**src/rtl/reduce_pkg.sv**
```systemverilog
// rtl/reduce_pkg.sv - shared types and elaboration-time helpers for the logical reduction pipeline
package reduce_pkg;

    typedef enum logic [1:0] {
        MODE_LNOT = 2'b00,
        MODE_ROR  = 2'b01,
        MODE_RAND = 2'b10,
        MODE_RXOR = 2'b11
    } reduce_mode_t;

    function automatic int clog2(input int value);
        int r = 0;
        int v = 1;
        while (v < value) begin
            v = v * 2;
            r++;
        end
        return r;
    endfunction

    function automatic int reduce_stages(input int width, input int lps);
        int s = (clog2(width) + lps - 1) / lps;
        return (s < 1) ? 1 : s;
    endfunction

    // Node count left after collapsing a level of pairs `levels` times.
    function automatic int nodes_after(input int nodes, input int levels);
        int n = nodes;
        for (int k = 0; k < levels; k++) begin
            n = (n + 1) / 2;
        end
        return n;
    endfunction

    function automatic int node_sum(input int nodes, input int levels);
        int total = 0;
        for (int k = 0; k < levels; k++) begin
            total += nodes_after(nodes, k);
        end
        return total;
    endfunction

    function automatic logic reduce_identity(input reduce_mode_t mode);
        return (mode == MODE_RAND);
    endfunction

    // LNOT reduces as OR; the inversion happens only at the last stage.
    function automatic logic reduce_combine(input reduce_mode_t mode, input logic a, input logic b);
        case (mode)
            MODE_RAND: return a & b;
            MODE_RXOR: return a ^ b;
            default:   return a | b;
        endcase
    endfunction

endpackage

```
**src/rtl/reduce_tree_stage.sv**
```systemverilog
// rtl/reduce_tree_stage.sv - a few reduction tree levels for one channel plus their stage register
module reduce_tree_stage
    import reduce_pkg::*;
#(
    parameter int IN_NODES = 4,
    parameter int LEVELS   = 1,
    parameter bit FINAL    = 1'b0
) (
    input  logic                                    clk,
    input  logic                                    rst_n,
    input  logic                                    load,
    input  reduce_mode_t                            mode,
    input  logic [IN_NODES-1:0]                     din,
    output logic [nodes_after(IN_NODES, LEVELS)-1:0] dout_q
);

    localparam int OUT_NODES = nodes_after(IN_NODES, LEVELS);
    localparam int TOTAL     = node_sum(IN_NODES, LEVELS + 1);

    // All levels are packed back to back: level k starts at node_sum(IN_NODES, k).
    logic [TOTAL-1:0]     tree;
    logic [OUT_NODES-1:0] dout_d;

    assign tree[IN_NODES-1:0] = din;

    for (genvar k = 0; k < LEVELS; k++) begin : g_lvl
        localparam int N     = nodes_after(IN_NODES, k);
        localparam int OFF_I = node_sum(IN_NODES, k);
        localparam int OFF_O = OFF_I + N;
        for (genvar i = 0; i < (N + 1) / 2; i++) begin : g_node
            if (2 * i + 1 < N) begin : g_pair
                assign tree[OFF_O+i] = reduce_combine(mode, tree[OFF_I+2*i], tree[OFF_I+2*i+1]);
            end else begin : g_pad
                assign tree[OFF_O+i] = reduce_combine(mode, tree[OFF_I+2*i], reduce_identity(mode));
            end
        end
    end

    always_comb begin
        dout_d = dout_q;
        if (load) begin
            dout_d = tree[TOTAL-1 -: OUT_NODES];
            if (FINAL && mode == MODE_LNOT) begin
                dout_d = ~dout_d;
            end
        end
    end

    always_ff @(posedge clk or negedge rst_n) begin
        if (!rst_n) begin
            dout_q <= '0;
        end else begin
            dout_q <= dout_d;
        end
    end

endmodule

```
**src/rtl/reduce_logic_pipe.sv**
```systemverilog
// rtl/reduce_logic_pipe.sv - pipelined multi-channel NOR/OR/AND/XOR reduction behind valid/ready
module reduce_logic_pipe
    import reduce_pkg::*;
#(
    parameter int WIDTH            = 4,
    parameter int CHANNELS         = 2,
    parameter int LEVELS_PER_STAGE = 1
) (
    input  logic                      clk,
    input  logic                      rst_n,
    input  logic                      in_valid,
    output logic                      in_ready,
    input  logic [1:0]                in_mode,
    input  logic [CHANNELS*WIDTH-1:0] in_data,
    output logic                      out_valid,
    input  logic                      out_ready,
    output logic [CHANNELS-1:0]       out_data,
    output logic [1:0]                out_mode
);

    localparam int TREE_LEVELS = clog2(WIDTH);
    localparam int STAGES      = reduce_stages(WIDTH, LEVELS_PER_STAGE);

    logic               en;
    logic [STAGES-1:0]  valid_q;
    logic [STAGES-1:0]  valid_d;
    logic [STAGES-1:0]  stage_vin;
    logic [STAGES-1:0]  load;
    reduce_mode_t       mode_q     [STAGES];
    reduce_mode_t       mode_d     [STAGES];
    reduce_mode_t       stage_mode [STAGES];

    // Single global enable: the whole pipeline advances or holds together.
    always_comb begin
        en            = !valid_q[STAGES-1] || out_ready;
        stage_vin[0]  = in_valid;
        stage_mode[0] = reduce_mode_t'(in_mode);
        for (int s = 1; s < STAGES; s++) begin
            stage_vin[s]  = valid_q[s-1];
            stage_mode[s] = mode_q[s-1];
        end
        valid_d = en ? stage_vin : valid_q;
        load    = stage_vin & {STAGES{en}};
        for (int s = 0; s < STAGES; s++) begin
            mode_d[s] = load[s] ? stage_mode[s] : mode_q[s];
        end
    end

    always_ff @(posedge clk or negedge rst_n) begin
        if (!rst_n) begin
            valid_q <= '0;
            for (int s = 0; s < STAGES; s++) begin
                mode_q[s] <= MODE_LNOT;
            end
        end else begin
            valid_q <= valid_d;
            for (int s = 0; s < STAGES; s++) begin
                mode_q[s] <= mode_d[s];
            end
        end
    end

    for (genvar c = 0; c < CHANNELS; c++) begin : g_ch
        for (genvar s = 0; s < STAGES; s++) begin : g_st
            localparam int FIRST = s * LEVELS_PER_STAGE;
            localparam int LVLS  = (TREE_LEVELS - FIRST < LEVELS_PER_STAGE) ? TREE_LEVELS - FIRST
                                                                             : LEVELS_PER_STAGE;
            localparam int IN_N  = nodes_after(WIDTH, FIRST);
            localparam int OUT_N = nodes_after(IN_N, LVLS);

            logic [IN_N-1:0]  din;
            logic [OUT_N-1:0] dq;

            if (s == 0) begin : g_head
                assign din = in_data[c*WIDTH +: WIDTH];
            end else begin : g_body
                assign din = g_ch[c].g_st[s-1].dq;
            end

            reduce_tree_stage #(
                .IN_NODES (IN_N),
                .LEVELS   (LVLS),
                .FINAL    (s == STAGES - 1)
            ) u_stage (
                .clk    (clk),
                .rst_n  (rst_n),
                .load   (load[s]),
                .mode   (stage_mode[s]),
                .din    (din),
                .dout_q (dq)
            );

            if (s == STAGES - 1) begin : g_tail
                assign out_data[c] = dq[0];
            end
        end
    end

    assign in_ready  = en;
    assign out_valid = valid_q[STAGES-1];
    assign out_mode  = mode_q[STAGES-1];

endmodule
```
**config.mk**
```make
export PLATFORM = sky130hd
export DESIGN_NAME = reduce_logic_pipe
export DESIGN_NICKNAME = d
export VERILOG_FILES = /design/src/rtl/reduce_pkg.sv /design/src/rtl/reduce_tree_stage.sv /design/src/rtl/reduce_logic_pipe.sv
export SDC_FILE = /design/constraint.sdc
export NUM_CORES = 1
export LEC_CHECK = 0
export CORE_MARGIN = 2
export CORE_UTILIZATION = 51
export DETAILED_ROUTE_END_ITERATION = 7
export PLACE_DENSITY = 0.82
export REMOVE_ABC_BUFFERS = 1
export SYNTH_ARGS = -nofsm -noshare
export SYNTH_HDL_FRONTEND = slang
export SYNTH_SLANG_ARGS = --single-unit
```
**constraint.sdc**
```tcl
create_clock -name clk -period 2.2 [get_ports clk]
set_input_delay 0.44 -clock clk [delete_from_list [all_inputs] [get_ports clk]]
set_output_delay 0.44 -clock clk [all_outputs]
set_load 0.005 [all_outputs]
```
Yosys cells after proc, flatten, opt, wreduce, memory -nomap -nowiden
Index checks and enable logic that the tools add are counted.

Register bits: 12. Output and inout port bits: 6. Word-level logic and storage cells: 43.

Eq/ne operators: 4. Muxes and demuxes: 8. Bitwise gates (word level): 21. Reductions and logical operators: 3.

Operator list (count): 1-bit one-hot mux with 2 select lines (6); 2-bit equality test (second input constant) (4); 1-bit bitwise AND (6); 1-bit OR (6); 1-bit bitwise XOR (6); 2-bit bitwise AND (1); 2-bit zero test (1); 1-bit 2-to-1 mux (2); 1-bit inverter (2); 1-bit zero test (1); 1-bit logical OR (1).

Depth between registers and ports, before layout
Gate-level depths: netlist of run 1.

Word-level depth: 4. Mapped depth: 5. Gate-level depth less buffers: 5.

Modules after synthesis
From an unflattened synthesis of run 1, not the netlist that was laid out.

Cell total of the unflattened synthesis: 78. Area total of the unflattened synthesis: 877.1 um^2.

By module, submodules not included: reduce_tree_stage (g_ch[0].g_st[0].u_stage ...) (instances 2, cells an instance 19, area each 188.9 um^2); reduce_logic_pipe (instances 1, cells an instance 22, area each 296.5 um^2); reduce_tree_stage (g_ch[0].g_st[1].u_stage ...) (instances 2, cells an instance 9, area each 101.3 um^2).

Least setup slack after synthesis of run 1
OpenSTA, ideal clock, no wires.

Path type: flip-flop to flip-flop. Start point: register g_ch[0].g_st[0].u_stage.dout_q[0]. End point: register g_ch[0].g_st[1].u_stage.dout_q. Setup time: 125 ps. Arrival: 1084 ps. Slack: 991 ps. Stages on the path, launching flop included: 6. Path buffers: 0. Cells stage by stage: dfrtp_1 > inv_1 > ha_1 > mux2i_1 > mux2i_1 > mux2_2.

Cells in the longest elaborated chain, start to end: 4. Elaborated cells between the ends (all ways): 6.

Ends and longest elaborated chain: start: declaration (RTL line reduce_tree_stage.sv:14) `output logic [nodes_after(IN_NODES, LEVELS)-1:0] dout_q`; start signal: assignment (RTL line reduce_tree_stage.sv:53) `dout_q <= dout_d;`; 1-bit OR, or another cell as far along (RTL line reduce_pkg.sv:52) `default: return a | b;`; 1-bit one-hot mux with 2 select lines (*) (RTL line reduce_pkg.sv:49) `case (mode)`; 1-bit inverter (RTL line reduce_tree_stage.sv:44) `dout_d = ~dout_d;`; 1-bit 2-to-1 mux (*) (RTL line reduce_tree_stage.sv:43) `if (FINAL && mode == MODE_LNOT) begin`; end signal: assignment (RTL line reduce_tree_stage.sv:53); end: declaration (RTL line reduce_tree_stage.sv:14).

Mark *: on every way between the ends. The rest lies on a longest branch, timed or not. A chain may end at the register's enable or synchronous reset.

Worst setup path after layout of run 1
Start point: input out_ready. End point: output in_ready.

Cells in the longest elaborated chain, start to end: 1.

Ends and longest elaborated chain: start: declaration (RTL line reduce_logic_pipe.sv:16) `input logic out_ready,`; 1-bit logical OR (RTL line reduce_logic_pipe.sv:35) `en = !valid_q[STAGES-1] || out_ready;`; end: declaration (RTL line reduce_logic_pipe.sv:12) `output logic in_ready,`.

Every way passes these cells.

==> impl_table.tex, run 1 <==
\begin{tabular}{lr}
\hline
Metric & Value \\
\hline
\multicolumn{2}{l}{\textbf{Run status}} \\
Run status & finished, final reports clean \\
\multicolumn{2}{l}{\textbf{Final layout}} \\
End-of-flow core utilization & 68.3\% \\
Non-filler instance count after layout & 105 \\
Proportion of layout cells with a drive suffix above 1 & 18.0\% \\
Post-route standard cell area excluding fillers & 1030 sq um \\
Number of antenna diodes & 0 \\
Final \#Nets & 116 \\
Layout Area Growth over Synthesis & 25.5\% \\
\multicolumn{2}{l}{\textbf{Worst setup path}} \\
Crit path required time & 1.76 ns \\
Data arrival at the endpoint of the critical path & 1.54 ns \\
Worst setup path category & in2out \\
Kind of end point of the critical path & primary output \\
Maximum net fanout on the critical path & 5 \\
Startpoint kind of the worst setup timing path & input pin \\
\multicolumn{2}{l}{\textbf{Global routing}} \\
GRT overflow & 0 \\
GR met3 Demand/Resource & 4.08\% \\
Maximum number of pins on one net before global-route repair & 13 \\
Top Usage Layer GRT & met2 \\
Total track usage & 14.7\% \\
Global-route wire length before repair & 2020 um \\
Initial antenna violation count & 0 \\
Vias in the first global route & 514 \\
Met2 layer usage reported by global route & 25.6\% \\
GRT met1 Usage & 14.7\% \\
\multicolumn{2}{l}{\textbf{Yosys}} \\
Total number of yosys warnings & 0 \\
Synthesized area divided by synthesized cell count & 11.7 sq um \\
Synthesis-stage register bit count & 12 \\
Mapped Cells & 70 \\
Netlist cell types & 12 \\
Seq/Total Area, Yosys & 36.6\% \\
Netlist Area Pre-Place & 820 sq um \\
\multicolumn{2}{l}{\textbf{Die}} \\
DIE WIDTH & 44.1 um \\
Number of placement rows & 14 \\
Top-level port count & 20 \\
Initial core utilization & 54.4\% \\
Placeable core region & 1510 sq um \\
Chip height & 44.1 um \\
Die Area & 1940 sq um \\
\multicolumn{2}{l}{\textbf{Power and ir drop}} \\
Power after layout & 768 uW \\
Power density normalized to cell area & 747 nW/um\^{}2 \\
Worst VDD drop & 0.294 mV \\
Standby leakage power & 0.538 nW \\
\multicolumn{2}{l}{\textbf{Clock network}} \\
CTS clk-pin slew, worst paths & 0.07 ns \\
Hold buffer count at cts & 0 \\
Number of buffers between clock root and the deepest sink & 2 \\
TritonCTS clock tree & done \\
Inserted Clock Buffers & 3 \\
Number of gates resized after cts & 0 \\
CTS H-tree depth & 1 \\
\# clock sinks & 12 \\
Total setup buffers inserted after CTS & 0 \\
Clock latency at the later pin of the worst-skew pair & 0.27 ns \\
CTS root buf & clkbuf\_4 \\
\multicolumn{2}{l}{\textbf{STA}} \\
Timing-limited maximum frequency & 504 MHz \\
Finish-stage setup viols & 0 \\
Headroom to the max-slew limit & 64.8\% \\
Final-report hold violation count & 0 \\
Final period util & 90.2\% \\
RSZ-0062 raised after global routing & no \\
Final Max Tran Viols & 0 \\
Worst Clk Skew & 0.000813 ns \\
Final sum of negative setup slack & 0 ns \\
Final critical path time including I/O delays and setup & 1.98 ns \\
Tightest Pin Transition & 0.526 ns \\
\multicolumn{2}{l}{\textbf{Placement}} \\
Number of port buffers & 19 \\
Final HPWL DP & 958 um \\
Placed Instances & 101 \\
Routability Congestion & 0.641 \\
Total cell area at the placement stage & 992 sq um \\
\multicolumn{2}{l}{\textbf{Detailed routing}} \\
Routed wirelength normalized by instance count & 10.9 um \\
Mean number of vias per cell & 5.10 \\
Iteration-0 DRC Markers & 4 \\
Antenna viol nets, final & 0 \\
DRC violation count after routing & 0 \\
Sum of routed wire length over all layers & 1140 um \\
Number of vias in the routed layout & 536 \\
First-pass iteration count of the detailed router & 4 \\
\multicolumn{2}{l}{\textbf{Run}} \\
Number of max-capacitance violations reported & 0 \\
\multicolumn{2}{l}{\textbf{Worst hold path}} \\
Path category of the worst min-delay check & reg2reg \\
\hline
\end{tabular}
## state kept, by name (all words and copies together) (netlist names)
| signal | cells |
|---|---|
| g_ch.g_st.u_stage.dout_q | 6 |
| mode_q | 2 |
| out_mode | 2 |
| valid_q | 2 |
## cell families (layout without fill, tap and decap cells)
| family | count (synthesis) | in the layout | share of synthesized area [%] |
|---|---|---|---|
| multiplexers | 22 | 22 | 28.4 |
| buffers and inverters | 17 | 36 | 10.5 |
| adder cells (fa/ha/maj) | 12 | 12 | 18.3 |
| flip-flops | 12 | 12 | 36.6 |
| AND/OR/NAND/NOR | 4 | 4 | 3.36 |
| XOR/XNOR | 2 | 2 | 2.14 |
| AO/OA/AOI/OAI | 1 | 1 | 0.610 |
## cells in the final DEF (no fill, tap or decap)
master	n
clkdlybuf4s50_1	19
inv_1	13
mux2i_1	12
ha_1	12
dfrtp_1	12
mux2_2	10
clkbuf_4	3
xnor2_1	2
nand2_1	2
nand2b_4	1
nand2_2	1
o21ai_0	1
clkbuf_8	1
## final timing paths
kind	startpoint	endpoint	slack [ns]	cells past startpoint
min in group asynchronous	rst_n	out_mode[1]	0.51	1
hold reg to reg	valid_q[0]	valid_q[1]	0.48	2
hold / removal	valid_q[0]	valid_q[1]	0.48	2
setup reg to reg	g_ch[0].g_st[0].u_stage.dout_q[0]	g_ch[0].g_st[1].u_stage.dout_q	0.88	5
setup / recovery	out_ready	in_ready	0.22	3
max in group asynchronous	rst_n	valid_q[1]	1.34	1
## synthesized netlist by cell type (all sizes together)
master / number / share of area (%)
nand2: 3 / 1.7
mux2i: 12 / 15
dfrtp: 12 / 37
mux2: 10 / 14
ha: 12 / 18
xnor2: 2 / 2.1
buf: 4 / 4.6
inv: 13 / 6.0
o21ai: 1 / 0.61
nand2b: 1 / 1.7
## metrics by stage
stage	hold slack [ns]	setup WS [ns]
4_1_cts	0.482	0.205
6_report	0.478	0.217
2_1_floorplan	0.144	0.991
3_5_place_dp	0.461	0.211
3_3_place_gp	0.457	0.235
5_1_grt	0.529	0.184
## cell type report
cell class	instances	area (sq um)
Fill cell	123	478
Multi-Input combinational cell	41	433
Sequential cell	12	300
Timing Repair Buffer	19	190
Inverter	13	48.8
Clock buffer	4	36.3
Tap cell	16	20.0
## power breakdown
group	internal, mW	switching (mW)
Clock	0.100	0.0732
Combinational	0.180	0.0949
Sequential	0.281	0.0390
## routing by layer
layer	vias to the layer above	part of all wire [%]
li1	265	-
met4	0	3.2
met1	246	40
met3	4	7.0
met2	21	50
met5	-	0
## worst max-delay path, stage by stage
cell and delay [ns]:
clkdlybuf4s50_1 0.46, nand2b_4 0.14, clkdlybuf4s50_1 0.50
(Power assumes the default switching activity.)
==> run 2, diff against run 1 <==
- CAP_MARGIN: default -> 20
==> results of run 2 <==
Final layout, timing and power as in run 1 (identical DEF).
==> run 3, diff against run 2 <==
- CORE_UTILIZATION: 51 -> 48
- PLACE_DENSITY: 0.82 -> 0.78
- REMOVE_ABC_BUFFERS: 1 -> default
- clock period: 2.2 -> 1.83 ns (I/O delays scaled with it)
==> impl_table.tex, run 3 (synthesis results as in run 1) <==
\begin{tabular}{lr}
\hline
Metric & Value \\
\hline
\multicolumn{2}{l}{\textbf{Final layout}} \\
Layout filler cell count & 133 (was 123) \\
Final \#Nets & 118 (was 116) \\
Most used cells in the layout excluding fill and tap cells & 18 x clkdlybuf4s50\_1, 13 x inv\_1, 12 x mux2i\_1, 12 x ha\_1, 12 x dfrtp\_1 (was 19 x clkdlybuf4s50\_1, 13 x inv\_1, 12 x mux2i\_1, 12 x ha\_1, 12 x dfrtp\_1) \\
Layout Area Growth over Synthesis & 26.0\% (was 25.5\%) \\
Number of antenna diodes & 0 (unchanged) \\
Register with the most flip-flops & g\_ch.g\_st.u\_stage.dout\_q (unchanged) \\
Multi-input logic area & 433 sq um (unchanged) \\
Flip-flop count of the largest register after layout & 6 (unchanged) \\
Most common library cell in the layout ignoring fill and taps & clkdlybuf4s50\_1 (unchanged) \\
Sequential cell area & 300 sq um (unchanged) \\
Proportion of layout cells with a drive suffix above 1 & 18.9\% (was 18.0\%) \\
\multicolumn{2}{l}{\textbf{Die}} \\
Placeable core region & 1560 sq um (was 1510 sq um) \\
Number of placement rows & 14 (unchanged) \\
DIE WIDTH & 45.3 um (was 44.1 um) \\
Chip height & 45.3 um (was 44.1 um) \\
Top-level port count & 20 (unchanged) \\
Die Area & 2050 sq um (was 1940 sq um) \\
Initial core utilization & 52.6\% (was 54.4\%) \\
\multicolumn{2}{l}{\textbf{STA}} \\
Timing-limited maximum frequency & 644 MHz \\
Final period util & 84.9\% \\
Final critical path time including I/O delays and setup & 1.55 ns \\
Finish-stage setup viols & 0 (unchanged) \\
RSZ-0062 raised after global routing & no (unchanged) \\
Tightest Pin Transition & 0.518 ns (was 0.526 ns) \\
Final-report hold violation count & 0 (unchanged) \\
Final sum of negative setup slack & 0 ns (unchanged) \\
Headroom to the max-slew limit & 65.4\% (was 64.8\%) \\
Worst Clk Skew & 0.00213 ns (was 0.000813 ns) \\
Final Max Tran Viols & 0 (unchanged) \\
\multicolumn{2}{l}{\textbf{Power and ir drop}} \\
Cell internal power dissipation & 636 uW (was 561 uW) \\
Standby leakage power & 0.545 nW (was 0.538 nW) \\
Switching power summed over all nets & 246 uW (was 207 uW) \\
Net switching share of the total power & 27.9\% (was 27.0\%) \\
Clk network pwr share & 18.1\% (was 22.6\%) \\
Power density normalized to cell area & 855 nW/um\^{}2 (was 747 nW/um\^{}2) \\
Sequential power share & 43.6\% (was 41.7\%) \\
Power after layout & 882 uW (was 768 uW) \\
Gate power share & 38.3\% (was 35.7\%) \\
Worst VDD drop & 0.357 mV (was 0.294 mV) \\
\multicolumn{2}{l}{\textbf{Global routing}} \\
Vias in the first global route & 522 (was 514) \\
Initial antenna violation count & 0 (unchanged) \\
Global-route wire length before repair & 2110 um (was 2020 um) \\
GRT overflow & 0 (unchanged) \\
Maximum number of pins on one net before global-route repair & 13 (unchanged) \\
Total track usage & 15.4\% (was 14.7\%) \\
\multicolumn{2}{l}{\textbf{Detailed routing}} \\
Number of vias in the routed layout & 540 (was 536) \\
DRC violation count after routing & 0 (unchanged) \\
First-pass iteration count of the detailed router & 2 (was 4) \\
Sum of routed wire length over all layers & 1190 um (was 1140 um) \\
Routed wirelength normalized by instance count & 11.2 um (was 10.9 um) \\
Antenna viol nets, final & 0 (unchanged) \\
Iteration-0 DRC Markers & 3 (was 4) \\
Mean number of vias per cell & 5.09 (was 5.10) \\
\multicolumn{2}{l}{\textbf{Worst setup path}} \\
Kind of end point of the critical path & primary output (unchanged) \\
Crit-path max cell delay & 0.52 ns (was 0.50 ns) \\
Startpoint kind of the worst setup timing path & register (was input pin) \\
Worst setup path category & reg2out (was in2out) \\
Cell Chain, Critical Path & clkdlybuf4s50\_1 (was clkdlybuf4s50\_1 > nand2b\_4 > clkdlybuf4s50\_1) \\
Slowest-stage cell, CP & clkdlybuf4s50\_1 (unchanged) \\
Crit path required time & 1.46 ns (was 1.76 ns) \\
Data arrival at the endpoint of the critical path & 1.19 ns (was 1.54 ns) \\
Slack of the worst reg-to-reg path & 0.52 ns (was 0.88 ns) \\
Crit path buffers/inverters & 1 (was 2) \\
Worst path top cell family by delay & buffers and inverters (unchanged) \\
Maximum net fanout on the critical path & 2 (was 5) \\
\multicolumn{2}{l}{\textbf{Clock network}} \\
Inserted Clock Buffers & 3 (unchanged) \\
TritonCTS clock tree & done (unchanged) \\
CTS H-tree depth & 1 (unchanged) \\
\# clock sinks & 12 (unchanged) \\
Number of buffers between clock root and the deepest sink & 2 (unchanged) \\
CTS root buf & clkbuf\_4 (unchanged) \\
CTS clk-pin slew, worst paths & 0.07 ns (about the same) \\
Clock latency at the later pin of the worst-skew pair & 0.27 ns (about the same) \\
Hold buffer count at cts & 0 (unchanged) \\
\multicolumn{2}{l}{\textbf{Placement}} \\
Final HPWL DP & 972 um (was 958 um) \\
Number of port buffers & 19 (unchanged) \\
Routability Congestion & 0.659 (was 0.641) \\
\multicolumn{2}{l}{\textbf{Run status}} \\
Run status & finished, final reports clean (unchanged) \\
\multicolumn{2}{l}{\textbf{Yosys}} \\
Synthesized Nets & 96 \\
\multicolumn{2}{l}{\textbf{Run}} \\
Number of max-capacitance violations reported & 0 (unchanged) \\
\multicolumn{2}{l}{\textbf{Worst hold path}} \\
Path category of the worst min-delay check & in2async (was reg2reg) \\
\hline
\end{tabular}
## run 3: cell count changes in the layout (fill, tap and decap cells not counted), sizes merged
cell,delta
buf,+2
dlymetal6s2s,+1
clkdlybuf4s50,-1
clkbuf,-1
## run 3: power groups by stage
stage,sequential (mW),combinational [mW],clock (mW)
floorplan,0.379,0.226,0
CTS,0.386,0.347,0.167
global route,0.393,0.381,0.173
finish,0.385,0.338,0.160
global placement,0.388,0.328,0
detailed placement,0.392,0.345,0
## run 3: timing repair
action	4_1_cts	5_1_grt
gates resized for setup	0	1
endpoints found under the setup margin	0	1
buffers inserted	0	0
## run 3: cell type report
cell class	count	share of cell area [%]
clock buffer	3	2.18
inverter	13	4.73
multi-input combinational	41	41.9
sequential	12	29.1
tap	16	1.94
timing repair buffer	21	20.1
## run 3: worst paths after layout
path,end,start,cells past startpoint
hold reg to reg,valid_q[1],valid_q[0],2
hold / removal,valid_q[1],rst_n,1
min in group clk,valid_q[1],valid_q[0],2
setup reg to reg,g_ch[1].g_st[1].u_stage.dout_q,g_ch[1].g_st[0].u_stage.dout_q[0],5
setup / recovery,out_valid,valid_q[1],1
max in group asynchronous,g_ch[0].g_st[1].u_stage.dout_q,rst_n,1
## run 3: layer usage
metal / GRT usage (%) / vias up / share of wire [%]
met5: 0 / - / 0
met4: 14.1 / 0 / 4.3
met3: 4.80 / 5 / 6.9
met2: 26.6 / 21 / 51
met1: 14.1 / 247 / 38
li1: - / 267 / -
## run 3: stage by stage
step / area, sq um / util (%) / hold slack, ns / cells / setup WS, ns
after floorplan: 820 / - / 0.0704 / 70 / 0.621
after global placement: 1010 / 64.6 / 0.449 / 103 / 0.0429
after detailed placement: 1010 / 64.6 / 0.467 / 103 / 0.0422
after CTS: 1030 / 66.1 / 0.449 / 106 / 0.0270
after global routing: 1030 / 66.2 / 0.490 / 106 / 0.228
final: 1030 / 66.2 / 0.431 / 106 / 0.277
